--- config.mk ---
export PLATFORM = sky130hd
export DESIGN_NAME = upsize_rr_arbiter
export DESIGN_NICKNAME = d
export VERILOG_FILES = /design/src/rtl/upsize_rr_arbiter.sv
export SDC_FILE = /design/constraint.sdc
export NUM_CORES = 1
export LEC_CHECK = 0
export CORE_MARGIN = 2
export CORE_UTILIZATION = 27
export DETAILED_ROUTE_END_ITERATION = 6
export GPL_TIMING_DRIVEN = 0
export MAX_ROUTING_LAYER = met4
export PLACE_DENSITY = 0.82
export REMOVE_ABC_BUFFERS = 1
export SYNTH_ARGS = -nofsm -noshare
export SYNTH_HDL_FRONTEND = slang
export SYNTH_SLANG_ARGS = --single-unit
--- constraint.sdc ---
create_clock -name aclk -period 2.65 [get_ports aclk]
set_clock_uncertainty 0.15 [all_clocks]
set_input_delay 0.265 -clock aclk [delete_from_list [all_inputs] [get_ports aclk]]
set_output_delay 0.265 -clock aclk [all_outputs]
set_load 0.02 [all_outputs]
--- src/rtl/upsize_rr_arbiter.sv ---
// upsize_rr_arbiter: round-robin share of a 2:1 width upsizer, pair-locked grants, owner tag tracking
module upsize_rr_arbiter #(
    parameter int N   = 4,
    parameter int W   = 40,
    parameter int IDW = $clog2(N)
) (
    input  logic           aclk,
    input  logic           areset,
    input  logic [N*W-1:0] req_tdata,
    input  logic [N-1:0]   req_tvalid,
    output logic [N-1:0]   req_tready,
    output logic [W-1:0]   up_tdata,
    output logic           up_tvalid,
    input  logic           up_tready,
    input  logic           out_tvalid,
    input  logic           out_tready,
    output logic [IDW-1:0] out_tid,
    output logic           tag_err
);
    typedef enum logic [1:0] {IDLE, BEAT0, BEAT1} state_t;

    state_t         state_q, state_d;
    logic [IDW-1:0] sel_q, sel_d;
    logic [IDW-1:0] rr_ptr_q, rr_ptr_d;
    logic [IDW-1:0] tag_q [2];
    logic           head_q, head_d;
    logic [1:0]     cnt_q, cnt_d;
    logic           tag_err_q, tag_err_d;
    logic [IDW-1:0] pick_base, pick;
    logic           any_valid, tag_not_full, beat_en, accept, push, push_ok, pop;

    function automatic logic [IDW-1:0] wrap(input int v);
        return IDW'(v >= N ? v - N : v);
    endfunction

    assign any_valid    = |req_tvalid;
    assign tag_not_full = cnt_q != 2'd2;
    assign beat_en      = (state_q == BEAT0) || (state_q == BEAT1 && tag_not_full);
    assign accept       = up_tvalid && up_tready;
    assign push         = state_q == BEAT1 && accept;
    assign push_ok      = push && tag_not_full;
    assign pop          = out_tvalid && out_tready && cnt_q != 2'd0;

    // Round-robin search starting after the pointer; in BEAT1 the current owner becomes lowest priority
    always_comb begin
        pick_base = (state_q == BEAT1) ? sel_q : rr_ptr_q;
        pick      = '0;
        for (int k = N; k >= 1; k--)
            if (req_tvalid[wrap(int'(pick_base) + k)]) pick = wrap(int'(pick_base) + k);
    end

    // State register: FSM, grant owner and round-robin pointer
    always_ff @(posedge aclk) begin
        if (areset) begin
            state_q  <= IDLE;
            sel_q    <= '0;
            rr_ptr_q <= IDW'(N - 1);
        end else begin
            state_q  <= state_d;
            sel_q    <= sel_d;
            rr_ptr_q <= rr_ptr_d;
        end
    end

    // Next state: grant held for two beats, re-arbitrate on the second accept with no bubble
    always_comb begin
        state_d  = state_q;
        sel_d    = sel_q;
        rr_ptr_d = rr_ptr_q;
        case (state_q)
            IDLE: if (any_valid) begin
                sel_d   = pick;
                state_d = BEAT0;
            end
            BEAT0: if (accept) state_d = BEAT1;
            BEAT1: if (accept) begin
                rr_ptr_d = sel_q;
                sel_d    = pick;
                state_d  = any_valid ? BEAT0 : IDLE;
            end
            default: state_d = IDLE;
        endcase
    end

    // Outputs: mux the owner onto the upsizer; the second beat waits for tag space
    always_comb begin
        up_tdata   = req_tdata[int'(sel_q)*W +: W];
        up_tvalid  = beat_en && req_tvalid[sel_q];
        req_tready = (beat_en && up_tready) ? {{(N-1){1'b0}}, 1'b1} << sel_q : '0;
        out_tid    = cnt_q != 2'd0 ? tag_q[head_q] : '0;
        tag_err    = tag_err_q;
    end

    // Tag queue bookkeeping: pop advances the head, push lands behind whatever survives
    always_comb begin
        cnt_d     = cnt_q + 2'(push_ok) - 2'(pop);
        head_d    = head_q ^ pop;
        tag_err_d = tag_err_q || (push && !tag_not_full);
    end

    // Tag queue storage, occupancy and sticky overflow flag
    always_ff @(posedge aclk) begin
        if (areset) begin
            tag_q[0]  <= '0;
            tag_q[1]  <= '0;
            head_q    <= 1'b0;
            cnt_q     <= 2'd0;
            tag_err_q <= 1'b0;
        end else begin
            if (push_ok) tag_q[head_q ^ cnt_q[0]] <= sel_q;
            head_q    <= head_d;
            cnt_q     <= cnt_d;
            tag_err_q <= tag_err_d;
        end
    end
endmodule
==> run_results.csv <==
group,metric,value,unit
floorplan,floorplan.die.height,86.2,um
routing,post_drt_via_cell_ratio,5.29,
placed_design,port_buffers,216,
power,peak_vdd_ir,0.300,mV
routing,drtIter0Drc,64,
timing,worst_slew_pin_slew,0.579,ns
placed_design,hpwl,8.24,mm
run,cap_viol_max_count,0,
placed_design,placement.setup.worst_slack,-0.502,ns
yosys,netlist_top_cells_area,"mux4_2 51%, dfxtp_1 11%, edfxtp_1 6.6%",
status,run_status,"completed",
grt,globalRouteOverflowTotal,0,
cts,postCtsResizedCells,0,
placed_design,area_after_detailed_placement,0.00405,mm^2
yosys,synthesis.area_per_instance,12.4,um^2
routing,ant_nets,0,
cts,clk-insertion-delay-late,0.24,ns
setup_path,timing.critical_path.cells,"buf_12 > mux4_2 > and2_1 > clkdlybuf4s50_1",
grt,global_route_usage_sum,26.1,%
timing,setup_viol_count_final,0,
setup_path,type_of_destination_of_the_critical_path,"primary output",
power,power_density,318,mW/mm^2
timing,finalHoldViolations,0,
yosys,post_synth_num_cell_types,38,
power,leakage,1.44,nW
cts,cts.path.max_buffers,2,
grt,via_count_of_the_first_global_routing_pass,2395,
setup_path,worst-endpoint-required,2.24,ns
yosys,synth-seq-cells,14,
setup_path,nature_of_the_critical_path_startpoint,"register",
cts,numClockSinks,14,
timing,worst_hold_slack,0.321,ns
yosys,synth.yosys.warnings,0,
timing,period_minus_slack,2.56,ns
power,report.power.total,1.32,mW
cts,cts.htree.levels,1,
final_layout,insertedDiodeCount,0,
grt,grt_pass1_wl,13.9,mm
grt,grt_max_degree,38,
cts,clock_transition_at_the_register_clock_pins_on_the_worst_setup_and_hold_paths_after_cts,0.05,ns
timing,timing.final.ws_setup,0.0886,ns
final_layout,final_cell_count_no_fill,436,
floorplan,num_rows,29,
setup_path,arrival_time_at_the_worst_endpoint,2.15,ns
yosys,post_syn_instances,147,
setup_path,cp_slowest_cell,"clkdlybuf4s50_1",
final_layout,fillers,506,
yosys,synth_sequential_area_ratio,17.6,%
floorplan,die_x,86.2,um
setup_path,worst_path_buf_inv,2,
placed_design,final_weighted_congestion_of_routability_driven_global_placement,0.912,
floorplan,start_util,28.4,%
setup_path,crit_fanout,37,
final_layout,fin_util,64.7,%
final_layout,post-route-cell-area,0.00415,mm^2
routing,num_vias,2305,
grt,grt.met1_usage,34.0,%
grt,gr-usage-met2,38.9,%
floorplan,placeableCoreArea,0.00642,mm^2
yosys,synthesis.area,0.00182,mm^2
timing,final_max_slew_viol_count,0,
routing,wl,10.0,mm
placed_design,place_inst,428,
grt,grt_antenna_before_repair,0,
timing,post-route-period-util,96.7,%
cts,numCtsBuffers,3,
final_layout,drive_gt1_share,14.8,%
routing,drt-wirelength-per-cell,23.0,um
yosys,synthDominantAreaCellType,"mux4_2",
yosys,synth_top_area_share,50.7,%
routing,detailedRoute.firstPassIterationCount,4,
setup_path,critPathMaxStageDelay,0.53,ns
grt,grt.busiest_layer,"met2",
cts,tritoncts,"yes",
timing,slew_headroom,61.2,%
setup_path,top_family_by_delay_on_critical_path,"buffers and inverters",
timing,final.setup.tns,0,ns
final_layout,net_total_in_the_final_layout,531,
cts,post_cts_hold_buffer_count,0,
grt,met3_track_demand_over_resource,11.6,%
floorplan,die_area,0.00743,mm^2
final_layout,area_delta_synth_final,128,%
timing,grt_setup_unrepaired,"false",
worst_hold_path,hp-class,"reg2reg",
setup_path,critPathKind,"reg2out",
routing,drc_errors,0,
timing,timing.fmax,390,MHz
floorplan,io_pins,217,
cts,root_buffer,"clkbuf_8",
[per-layer routing]
metal / share of wire [%] / routed length, um
met5: 0 / 0
met4: 1.1 / 109
met3: 13 / 1330
met2: 46 / 4640
met1: 39 / 3940
[power breakdown]
| group | internal (mW) | total [mW] | switching [mW] |
|---|---|---|---|
| sequential | 0.229 | 0.250 | 0.0201 |
| clock | 0.102 | 0.172 | 0.0699 |
| combinational | 0.539 | 0.898 | 0.359 |
[sequential cells by signal, summed over array words and instances, names as in the netlist]
| signal | flops |
|---|---|
| sel_q | 2 |
| tag_err | 1 |
| rr_ptr_q | 2 |
| cnt_q | 2 |
| head_q | 1 |
| state_q | 2 |
| tag_q | 4 |
[synth_stat cells]
library cell,count
and2_1,1
nand2_1,2
a22oi_1,1
buf_4,1
mux2i_1,4
a2bb2oi_1,1
xnor2_1,4
dfxtp_1,10
or4b_1,1
and4_1,1
inv_1,6
xor2_1,3
nand3_1,1
a211oi_2,1
a211o_1,2
a21o_1,1
o21bai_1,2
ha_1,2
clkbuf_1,5
a21oi_1,4
nor3_1,4
a2111oi_2,1
nor2b_1,5
a22o_1,1
o311ai_0,2
nor4_1,5
or4bb_1,1
buf_2,6
nand2b_1,3
mux4_2,41
a311oi_1,1
nand4_1,1
buf_1,1
a31oi_1,1
edfxtp_1,4
o211ai_1,1
o21ai_0,1
nor2_1,15
[cell families after synthesis]
family / after synthesis / synth area share, %
muxes: 45 / 52.8
and+or+nand+nor: 40 / 11.7
AOI/OAI and AO/OA: 20 / 8.65
buffers and inverters: 19 / 4.53
DFF: 14 / 17.6
xor gates and xnor gates: 7 / 3.36
adders and majority gates: 2 / 1.37
[area by class of cell]
cell class                 instances  area [um^2]  share of cell area (%)
clock inverter                     1         3.75                  0.0904
tap                               77         96.3                    2.32
clock buffer                       3         41.3                   0.994
timing repair buffer             221         2240                    54.0
sequential                        14          325                    7.83
multi-input combinational        114         1420                    34.2
inverter                           6         22.5                   0.542
[cells in the final DEF (no fill, tap or decap), types with 2 or more instances in the layout]
cell type and count:
clkdlybuf4s50_1 216, mux4_2 41, nor2_1 15, dfxtp_1 8
inv_1 6, nor2b_1 5, nor4_1 5, mux2i_1 4
nor3_1 4, xnor2_1 4, a21oi_1 4, edfxtp_1 4
nand2b_1 3, xor2_1 3, clkbuf_8 3, buf_12 3
nand2_1 2, o21bai_1 2, o311ai_0 2, a211o_1 2
ha_1 2
[worst paths after layout]
kind	end	depth (start not counted)	start	slack, ns
hold reg to reg	tag_err$_SDFF_PP0_	1	tag_err$_SDFF_PP0_	0.32
setup / recovery	up_tvalid	4	sel_q[1]$_SDFFE_PP0P_	0.09
hold / removal	tag_err$_SDFF_PP0_	1	tag_err$_SDFF_PP0_	0.32
setup reg to reg	cnt_q[1]$_SDFF_PP0_	9	sel_q[1]$_SDFFE_PP0P_	0.21
[repair_timing]
item,4_1_cts,5_1_grt
endpoints found under the setup margin,45,12
pin swaps,1,0
buffers inserted,3,1
No activity file was read; power rests on OpenSTA's default activity.
